===== src/rtl/mc_defs_pkg.sv =====
// Shared definitions for the multi-cycle MIPS control FSM: state encodings,
// opcode/funct constants, ALU operation codes and datapath mux encodings.
package mc_defs;

  typedef enum logic [3:0] {
    ST_FETCH    = 4'd0,
    ST_DECODE   = 4'd1,
    ST_MEM_ADDR = 4'd2,
    ST_MEM_RD   = 4'd3,
    ST_MEM_WB   = 4'd4,
    ST_MEM_WR   = 4'd5,
    ST_R_EXE    = 4'd6,
    ST_R_WB     = 4'd7,
    ST_I_EXE    = 4'd8,
    ST_I_WB     = 4'd9,
    ST_BRANCH   = 4'd10,
    ST_JUMP     = 4'd11
  } state_t;

  localparam logic [5:0] OP_RTYPE = 6'b000000;
  localparam logic [5:0] OP_LW    = 6'b100011;
  localparam logic [5:0] OP_SW    = 6'b101011;
  localparam logic [5:0] OP_ADDI  = 6'b001000;
  localparam logic [5:0] OP_ANDI  = 6'b001100;
  localparam logic [5:0] OP_ORI   = 6'b001101;
  localparam logic [5:0] OP_SLTI  = 6'b001010;
  localparam logic [5:0] OP_BEQ   = 6'b000100;
  localparam logic [5:0] OP_BNE   = 6'b000101;
  localparam logic [5:0] OP_J     = 6'b000010;

  localparam logic [5:0] FN_ADD = 6'b100000;
  localparam logic [5:0] FN_SUB = 6'b100010;
  localparam logic [5:0] FN_AND = 6'b100100;
  localparam logic [5:0] FN_OR  = 6'b100101;
  localparam logic [5:0] FN_SLT = 6'b101010;

  localparam logic [2:0] ALU_ADD = 3'b010;
  localparam logic [2:0] ALU_SUB = 3'b110;
  localparam logic [2:0] ALU_AND = 3'b000;
  localparam logic [2:0] ALU_OR  = 3'b001;
  localparam logic [2:0] ALU_SLT = 3'b111;

  localparam logic [1:0] PCS_INC = 2'b00;
  localparam logic [1:0] PCS_BR  = 2'b01;
  localparam logic [1:0] PCS_JMP = 2'b10;

  localparam logic [1:0] SRCB_REG  = 2'b00;
  localparam logic [1:0] SRCB_FOUR = 2'b01;
  localparam logic [1:0] SRCB_IMM  = 2'b10;
  localparam logic [1:0] SRCB_BOFF = 2'b11;

  // True for every opcode the FSM knows how to sequence.
  function automatic logic op_supported(input logic [5:0] op);
    case (op)
      OP_RTYPE, OP_LW, OP_SW, OP_ADDI, OP_ANDI, OP_ORI,
      OP_SLTI, OP_BEQ, OP_BNE, OP_J: op_supported = 1'b1;
      default:                       op_supported = 1'b0;
    endcase
  endfunction

endpackage


===== src/rtl/alu_ctrl_dec.sv =====
// ALU operation decoder: funct field for R-type, opcode for I-type ALU ops.
// Also selects zero- vs sign-extension of the immediate.
module alu_ctrl_dec
  import mc_defs::*;
(
  input  logic [5:0] opcode,
  input  logic [5:0] funct,
  input  logic       r_type,
  output logic [2:0] alu_ctrl,
  output logic       ext_zero,
  output logic       illegal
);

  // Unknown codes fall back to add and raise the illegal flag.
  always_comb begin
    alu_ctrl = ALU_ADD;
    ext_zero = 1'b0;
    illegal  = 1'b0;
    if (r_type) begin
      case (funct)
        FN_ADD:  alu_ctrl = ALU_ADD;
        FN_SUB:  alu_ctrl = ALU_SUB;
        FN_AND:  alu_ctrl = ALU_AND;
        FN_OR:   alu_ctrl = ALU_OR;
        FN_SLT:  alu_ctrl = ALU_SLT;
        default: illegal  = 1'b1;
      endcase
    end else begin
      case (opcode)
        OP_ADDI: alu_ctrl = ALU_ADD;
        OP_ANDI: begin alu_ctrl = ALU_AND; ext_zero = 1'b1; end
        OP_ORI:  begin alu_ctrl = ALU_OR;  ext_zero = 1'b1; end
        OP_SLTI: alu_ctrl = ALU_SLT;
        default: illegal  = 1'b1;
      endcase
    end
  end

endmodule


===== src/rtl/mc_ctrl.sv =====
// Multi-cycle MIPS control FSM. Drives PC load/select, IR load, shared
// single-port memory strobes, ALU selects and register-file writeback.
module mc_ctrl
  import mc_defs::*;
#(
  parameter int STATE_W = 4
) (
  input  logic               clk,
  input  logic               rst,
  input  logic [5:0]         opcode,
  input  logic [5:0]         funct,
  input  logic               zero,
  input  logic               mem_ready,
  output logic               pc_change,
  output logic [1:0]         pc_source,
  output logic               i_or_d,
  output logic               mem_read,
  output logic               mem_write,
  output logic               ir_write,
  output logic               reg_write,
  output logic               reg_dst,
  output logic               mem_to_reg,
  output logic               alu_src_a,
  output logic [1:0]         alu_src_b,
  output logic               ext_zero,
  output logic [2:0]         alu_ctrl,
  output logic               illegal_op,
  output logic [STATE_W-1:0] state
);

  state_t     cur_state;
  logic [2:0] dec_alu_ctrl;
  logic       dec_ext_zero;
  logic       dec_illegal;

  alu_ctrl_dec u_alu_ctrl_dec (
    .opcode   (opcode),
    .funct    (funct),
    .r_type   (cur_state == ST_R_EXE),
    .alu_ctrl (dec_alu_ctrl),
    .ext_zero (dec_ext_zero),
    .illegal  (dec_illegal)
  );

  // State sequencing; memory states hold until mem_ready, illegal/unreachable go to FETCH.
  always_ff @(posedge clk) begin
    if (rst) begin
      cur_state <= ST_FETCH;
    end else begin
      case (cur_state)
        ST_FETCH:    if (mem_ready) cur_state <= ST_DECODE;
        ST_DECODE: begin
          case (opcode)
            OP_LW, OP_SW:                      cur_state <= ST_MEM_ADDR;
            OP_RTYPE:                          cur_state <= ST_R_EXE;
            OP_ADDI, OP_ANDI, OP_ORI, OP_SLTI: cur_state <= ST_I_EXE;
            OP_BEQ, OP_BNE:                    cur_state <= ST_BRANCH;
            OP_J:                              cur_state <= ST_JUMP;
            default:                           cur_state <= ST_FETCH;
          endcase
        end
        ST_MEM_ADDR: cur_state <= (opcode == OP_SW) ? ST_MEM_WR : ST_MEM_RD;
        ST_MEM_RD:   if (mem_ready) cur_state <= ST_MEM_WB;
        ST_MEM_WR:   if (mem_ready) cur_state <= ST_FETCH;
        ST_R_EXE:    cur_state <= ST_R_WB;
        ST_I_EXE:    cur_state <= ST_I_WB;
        default:     cur_state <= ST_FETCH;
      endcase
    end
  end

  // Moore output decode, with mem_ready qualifying FETCH loads and zero qualifying the branch.
  always_comb begin
    pc_change  = 1'b0;
    pc_source  = PCS_INC;
    i_or_d     = 1'b0;
    mem_read   = 1'b0;
    mem_write  = 1'b0;
    ir_write   = 1'b0;
    reg_write  = 1'b0;
    reg_dst    = 1'b0;
    mem_to_reg = 1'b0;
    alu_src_a  = 1'b0;
    alu_src_b  = SRCB_REG;
    ext_zero   = 1'b0;
    alu_ctrl   = ALU_ADD;
    illegal_op = 1'b0;
    case (cur_state)
      ST_FETCH: begin
        mem_read  = 1'b1;
        alu_src_b = SRCB_FOUR;
        ir_write  = mem_ready;
        pc_change = mem_ready;
      end
      ST_DECODE: begin
        alu_src_b  = SRCB_BOFF;
        illegal_op = !op_supported(opcode);
      end
      ST_MEM_ADDR: begin
        alu_src_a = 1'b1;
        alu_src_b = SRCB_IMM;
      end
      ST_MEM_RD: begin
        mem_read = 1'b1;
        i_or_d   = 1'b1;
      end
      ST_MEM_WB: begin
        reg_write  = 1'b1;
        mem_to_reg = 1'b1;
      end
      ST_MEM_WR: begin
        mem_write = 1'b1;
        i_or_d    = 1'b1;
      end
      ST_R_EXE: begin
        alu_src_a  = 1'b1;
        alu_ctrl   = dec_alu_ctrl;
        illegal_op = dec_illegal;
      end
      ST_R_WB: begin
        reg_write = 1'b1;
        reg_dst   = 1'b1;
      end
      ST_I_EXE: begin
        alu_src_a = 1'b1;
        alu_src_b = SRCB_IMM;
        ext_zero  = dec_ext_zero;
        alu_ctrl  = dec_alu_ctrl;
      end
      ST_I_WB: begin
        reg_write = 1'b1;
        ext_zero  = dec_ext_zero;
        alu_ctrl  = dec_alu_ctrl;
      end
      ST_BRANCH: begin
        alu_src_a = 1'b1;
        alu_ctrl  = ALU_SUB;
        pc_source = PCS_BR;
        pc_change = (opcode == OP_BEQ) ? zero : !zero;
      end
      ST_JUMP: begin
        pc_source = PCS_JMP;
        pc_change = 1'b1;
      end
      default: ;
    endcase
    if (rst) begin
      pc_change  = 1'b0;
      ir_write   = 1'b0;
      mem_read   = 1'b0;
      mem_write  = 1'b0;
      reg_write  = 1'b0;
      illegal_op = 1'b0;
    end
  end

  assign state = STATE_W'(cur_state);

endmodule

===== config.mk =====
export PLATFORM = sky130hd
export DESIGN_NAME = mc_ctrl
export DESIGN_NICKNAME = d
export VERILOG_FILES = /design/src/rtl/mc_defs_pkg.sv /design/src/rtl/alu_ctrl_dec.sv /design/src/rtl/mc_ctrl.sv
export SDC_FILE = /design/constraint.sdc
export NUM_CORES = 1
export LEC_CHECK = 0
export ABC_AREA = 0
export BUFFER_PORTS_ARGS = -buffer_cell sky130_fd_sc_hd__buf_2
export CORE_AREA = 2 2 47 49
export CTS_CLUSTER_SIZE = 8
export DETAILED_ROUTE_END_ITERATION = 16
export DIE_AREA = 0 0 49 51
export PLACE_DENSITY = 0.79
export SLEW_MARGIN = 20
export SYNTH_ARGS = -nofsm -noshare
export SYNTH_HDL_FRONTEND = slang
export SYNTH_SLANG_ARGS = --single-unit

===== constraint.sdc =====
create_clock -name clk -period 1.32 [get_ports clk]
set_input_delay 0.066 -clock clk [delete_from_list [all_inputs] [get_ports clk]]
set_output_delay 0.066 -clock clk [all_outputs]
set_load 0.1 [all_outputs]

==> impl_metrics.ini, run 1 <==
[floorplanning]
ios = 38
die_x_um = 49
die_h_um = 51
rows = 17
initial_utilization_pct = 36.4

[logic_synthesis]
yosys-top-cells-area = dfxtp_1 11%, a21oi_1 9.3%, nor2_1 9.0%, nand2b_1 8.3%, nand2_1 4.0%
synth_compound_area_share_pct = 27.5
synthCells = 116
synth_nets = 132
synth_cell_types = 42
synth_largest_area_cell = dfxtp_1
async_flop_share_pct = 0
synth_top_family_by_area = simple AND/OR/NAND/NOR gates
ys.flop_type = dfxtp_1
synth-xor-area-share_pct = 3.50
synthSimpleGateAreaFrac_pct = 49.7
ys_warn_count = 0
synth_edf_count = 0
synth.ff_latch_count = 4
synthMuxAreaShare_pct = 2.67
avgSynthCellArea_um2 = 6.47
synthAdderAreaFrac_pct = 0
yosysSeqAreaShare_pct = 10.7
synth_area_um2 = 751
synth.top_cell.area_share_pct = 10.7

[placed_design]
port_buffers = 37
dp_hpwl_mm = 2.74
gp_congestion = 0.854
placed_area_um2 = 1730
dp.cells = 202

[clock_network]
cts_setup_buffers = 12
cts_root_buf = clkbuf_4
htreeDepth = 1
hold_buffers = 0
cts.sinks = 4
cts_buffer_depth = 2
cts_made_buffers = 3
cts_resized = 54

[outcome]
lastStage = clock tree synthesis (4_1_cts)
status = stopped before the end
error = [ERROR DPL-0033] detailed placement checks failed during check placement.
-- cell families after synthesis --
kind of cell	after synthesis
AO/OA/AOI/OAI	32
buffers and inverters	11
XOR/XNOR	3
multiplexers	2
flip-flops	4
AND/OR/NAND/NOR	64
-- stage by stage --
stage               setup slack [ps]  setup TNS (ps)
floorplan                      -1000           -9910
global placement                -206           -1650
detailed placement              -285           -2750
-- synth_stat cells, types with 2 or more instances --
master	number
a21oi_1	14
a31oi_1	4
buf_2	3
clkbuf_1	4
dfxtp_1	4
inv_1	3
mux2i_1	2
nand2_1	8
nand2b_1	10
nand3_1	2
nor2_1	18
nor2b_1	4
nor3_1	3
nor3b_1	2
nor4_1	3
nor4b_1	2
o21ai_0	2
o21ai_1	2
or3_1	2
xor2_1	2
==> run 2: changes to the inputs <==
--- a/config.mk
+++ b/config.mk
@@ -7,11 +7,10 @@
 export LEC_CHECK = 0
 export ABC_AREA = 0
 export BUFFER_PORTS_ARGS = -buffer_cell sky130_fd_sc_hd__buf_2
-export CORE_AREA = 2 2 47 49
-export CTS_CLUSTER_SIZE = 8
+export CORE_AREA = 2 2 63 65
 export DETAILED_ROUTE_END_ITERATION = 16
-export DIE_AREA = 0 0 49 51
-export PLACE_DENSITY = 0.79
+export DIE_AREA = 0 0 65 67
+export PLACE_DENSITY_LB_ADDON = 0.15
 export SLEW_MARGIN = 20
 export SYNTH_ARGS = -nofsm -noshare
 export SYNTH_HDL_FRONTEND = slang
==> constraint.sdc (replaced) <==
create_clock -name clk -period 1.7 [get_ports clk]
set_input_delay 0.085 -clock clk [delete_from_list [all_inputs] [get_ports clk]]
set_output_delay 0.085 -clock clk [all_outputs]
set_load 0.1 [all_outputs]
==> impl_metrics.ini, run 2 <==
[critical_path]
path_class = flop to output pin
r2r_cells = 6
cp-end-kind = output pin
startpoint_type = flop
worst-path-buf-inv = 1
slowest_stage = or4b_4
crit_family = simple AND/OR/NAND/NOR gates
r2r_slack_ps = 50
required_ps = 1620
r2r-end = state[0]
reg2reg_from = state[1]
critPathMaxStageDelay_ps = 550
cp.arrival_ps = 1730
worstPathCellList = or4b_4, a31oi_1, o21ai_1, a21oi_4, buf_12
crit_path_max_fanout = 7

[min_path]
whs_endpoint = state[1]
hold_depth = 3
hold_start = opcode[4]
hold_path_class = input pin to flop

[floorplanning]
die_h_um = 67
rows = 22
core_um2 = 3610
ios = 38
die_x_um = 65
dieArea_um2 = 4360
initial_utilization_pct = 20.8

[routing]
via_per_inst = 4.94
wl_per_cell_um = 12.7
drt_iter0_drc = 51
drt-total-wl_mm = 2.68
num_vias = 1043
final_antenna_net_count = 0
drc = 0
drt-pass1-iter-count = 4

[sta]
hold_viol = 0
maxSlewViolCount = 0
worst_slack_ps = -110
period_minus_slack_ps = 1810
period_share_pct = 106
rsz0062_at_grt = yes
tightest_slew_ps = 483
fin_skew_ps = 0.137
fmax_ghz = 0.552
max_slew_margin_pct = 68.0
setup_viol = 2

[logic_synthesis]
async_flop_share_pct = 0
synth.ff_latch_count = 4
avgSynthCellArea_um2 = 6.47
yosys-top-cells-area = dfxtp_1 11%, a21oi_1 9.3%, nor2_1 9.0%, nand2b_1 8.3%, nand2_1 4.0%
synth_nets = 132
yosysMostFrequentCell = nor2_1
synth_edf_count = 0
synth_cell_types = 42
ys_warn_count = 0
synth.top_cell.area_share_pct = 10.7
synthTopCellsByCount = 18 x nor2_1, 14 x a21oi_1, 10 x nand2b_1
synth_largest_area_cell = dfxtp_1
yosysSeqAreaShare_pct = 10.7
ys.flop_type = dfxtp_1
synthCells = 116
synth_area_um2 = 751

[placed_design]
gp_congestion = 0.782
dp.cells = 204
placed_area_um2 = 1490
port_buffers = 37
dp_hpwl_mm = 2.13

[clock_network]
clk_latency_ps = 210
htreeDepth = 1
cts.reportedPaths.clkPinSlew_ps = 30
cts.sinks = 4
cts_root_buf = clkbuf_8
cts_tree = built
cts_buffer_depth = 2
cts_made_buffers = 3

[layout]
area_growth_pct = 114
n_antenna_cell = 0
largest_reg_flops = 4
finalNetCount = 181
design_area_um2 = 1610
layout_common_cells = 21 x buf_2, 15 x buf_4, 15 x buf_12, 13 x nor2_1
final_common_cell = buf_2
finish.utilization_pct = 44.5
final_layout_size_suffix_gt1_share_pct = 57.1
fin_cells = 211

[power]
power.density_nw_per_um2 = 434
p_leak_uw = 0.000578
max-vdd-ir-drop_v = 0.000346

[grt]
antenna_found_initial = 0
grt.overflow.total = 0
grt_pass1_vias = 970
grt_pass1_wl_mm = 4.46
grt_max_degree = 20
grt_use_total_pct = 12.9

[outcome]
violations = setup timing
status = finished with violations

[flow_run]
maxCapViolCount = 0
[run 2: kinds of logic (layout without fill, tap and decap cells)]
group | count (synthesis) | after routing | share of synthesized area [%]
and+or+nand+nor | 64 | 64 | 49.7
AOI/OAI and AO/OA | 32 | 32 | 27.5
buffers and inverters | 11 | 58 | 6.00
DFF | 4 | 4 | 10.7
xor gates and xnor gates | 3 | 3 | 3.50
muxes | 2 | 2 | 2.67
[run 2: worst max-delay path by stage]
stage	end	startpoint	cells past startpoint	slack (ps)
2_1_floorplan	reg_write	state[2]	5	-650
3_3_place_gp	illegal_op	state[1]	5	110
3_5_place_dp	state[0]	state[1]	5	80
4_1_cts	illegal_op	state[1]	5	-130
5_1_grt	illegal_op	state[1]	5	-170
6_report	illegal_op	state[1]	5	-110
[run 2: power by group]
part           switching [uW]  internal (uW)  leakage [uW]
Combinational             260            140      0.000521
Clock                    46.2            151     0.0000216
Sequential               4.20           95.2     0.0000355
Total                     311            386      0.000578
[run 2: worst min-delay path: stages]
cell,delay [ps]
buf_2,130
or3_1,120
a21oi_1,60
[run 2: layer usage]
metal	track usage [%]	wire [um]
met2	21.4	1330
met4	3.99	14
met1	17.7	1250
met3	0.676	84
met5	0	0
[run 2: cell type report]
class | instances | area (um2)
inverters | 3 | 15.0
well taps | 48 | 60.1
clock buffers | 3 | 41.3
multi-input cells | 101 | 865
repair buffers | 52 | 529
fillers | 351 | 2000
flip-flops and latches | 4 | 95.1
[run 2: repair_timing]
item                                    4_1_cts  5_1_grt
hold buffers                                  0        0
setup buffers                                 0        4
pin swaps                                     1        1
endpoints found under the setup margin        6        9
resized for setup                             2        9
[run 2: per-stage QoR]
| step | setup TNS (ps) | hold slack (ps) | total power, uW | setup WS (ps) |
|---|---|---|---|---|
| global placement | 0 | 461 | 491 | 108 |
| finish | -137 | 235 | 696 | -110 |
| CTS | -356 | 232 | 697 | -128 |
| global route | -565 | 259 | 734 | -168 |
| detailed placement | 0 | 457 | 494 | 81.0 |
| floorplan | -3710 | 245 | 388 | -651 |
Power figures use the tool's default switching activity.
==> run 3: changes to the inputs <==
==> constraint.sdc (replaced) <==
create_clock -name clk -period 1.85 [get_ports clk]
set_input_delay 0.0925 -clock clk [delete_from_list [all_inputs] [get_ports clk]]
set_output_delay 0.0925 -clock clk [all_outputs]
set_load 0.1 [all_outputs]
==> impl_metrics.ini, run 3 (same netlist as run 2, synthesis figures left out) <==
[layout]
finalNetCount = 179
area_growth_pct = 96.0
largest_reg_flops = 4
fillCellCount = 370
n_antenna_cell = 0
final_layout_size_suffix_gt1_share_pct = 52.8
layout_common_cells = 28 x buf_2, 14 x nor2_1, 13 x buf_4
final_common_cell = buf_2
design_area_um2 = 1470

[grt]
grt_use_total_pct = 13.1
grt_pass1_wl_mm = 4.55
grt.overflow.total = 0
antenna_found_initial = 0
grt_max_degree = 18
grt_pass1_vias = 993

[power]
intPower_uw = 354
max-vdd-ir-drop_v = 0.000363
seqPwrFrac_pct = 14.5
p_leak_uw = 0.000548
p_switching_uw = 287
comb_power_share_pct = 57.1
switching_share_pct = 44.8
power.density_nw_per_um2 = 435
p_clk_share_pct = 28.4

[sta]
maxSlewViolCount = 0
setup_tns_ps = 0
max_slew_margin_pct = 67.6
period_minus_slack_ps = 1830
hold_viol = 0
setup_viol = 0
fmax_ghz = 0.546
period_share_pct = 98.9
fin_skew_ps = 0.390
tightest_slew_ps = 490
worst_slack_ps = 19.7
rsz0062_at_grt = yes

[placed_design]
port_buffers = 37
dp_hpwl_mm = 2.13
dp_slack_ps = 228
gp_congestion = 0.844
placed_area_um2 = 1370

[critical_path]
worst-path-buf-inv = 1
cp-end-kind = output pin
r2r_cells = 4
slowest_stage = or4b_4
required_ps = 1760
worstPathCellList = or4b_4, a31oi_4, o21ai_2, a21oi_4, buf_12
crit_path_max_fanout = 8
critPathMaxStageDelay_ps = 550
cp.arrival_ps = 1740
startpoint_type = flop
crit_family = simple AND/OR/NAND/NOR gates
path_class = flop to output pin
path_depth = 5

[clock_network]
cts.reportedPaths.clkPinSlew_ps = 30
cts_tree = built
cts_buffer_depth = 2
cts_root_buf = clkbuf_8
htreeDepth = 1
clk_latency_ps = 210
cts.sinks = 4
cts_made_buffers = 3
hold_buffers = 0

[floorplanning]
core_um2 = 3610
die_h_um = 67
ios = 38
initial_utilization_pct = 20.8
die_x_um = 65
dieArea_um2 = 4360
rows = 22

[routing]
num_vias = 1034
drt-pass1-iter-count = 4
drc = 0
final_antenna_net_count = 0
wl_per_cell_um = 13.1
via_per_inst = 4.95
drt_iter0_drc = 34
drt-total-wl_mm = 2.75

[min_path]
hold_depth = 4
hold_path_class = input pin to flop

[outcome]
status = finished clean

[flow_run]
maxCapViolCount = 0
## run 3: path summary, 6_finish.rpt
path | startpoint | endpoint | slack, ps
setup / recovery | state[1] | illegal_op | 20
hold / removal | mem_ready | state[0] | 230
setup reg to reg | state[1] | state[1] | 200
hold reg to reg | state[2] | state[2] | 600
## run 3: cell type report
type                    count  area (um2)  share of cell area [%]
clock buffers               3        41.3                    2.81
inverters                   3        11.3                   0.765
multi-input cells         101         846                    57.5
flip-flops and latches      4        95.1                    6.46
well taps                  48        60.1                    4.08
repair buffers             50         418                    28.4
## run 3: layer usage
| layer | up-vias | track usage (%) | part of all wire, % |
|---|---|---|---|
| met1 | 484 | 17.4 | 46 |
| met2 | 28 | 21.8 | 47 |
| li1 | 520 | - | - |
| met4 | 0 | 3.19 | 0.69 |
| met5 | - | 0 | 0 |
| met3 | 2 | 2.20 | 6.0 |
## run 3: stage by stage
stage / hold slack [ps] / power (uW) / util [%] / instances
2_1_floorplan: 252 / 354 / - / 116
3_3_place_gp: 456 / 444 / 38.1 / 203
3_5_place_dp: 454 / 445 / 38.1 / 203
4_1_cts: 229 / 637 / 39.9 / 209
5_1_grt: 259 / 671 / 40.8 / 209
6_report: 229 / 641 / 40.8 / 209
## run 3: timing repair
item,CTS,global route
setup endpoints to repair,1,5
buffers inserted,3,0
pin swaps,2,0
resized for setup,0,5
## run 3: worst reg2reg max path, cell delays in order, from the launching register on
cell,delay (ps)
dfxtp_4,360
or4b_4,550
buf_4,160
or3_1,330
a21oi_1,160
## run 3: power groups by stage
stage | Sequential, uW | Combinational (uW) | Clock [uW]
floorplan | 119 | 235 | 0
global placement | 94.6 | 350 | 0
detailed placement | 94.6 | 351 | 0
CTS | 92.5 | 358 | 187
global route | 93.8 | 385 | 193
finish | 92.7 | 366 | 182
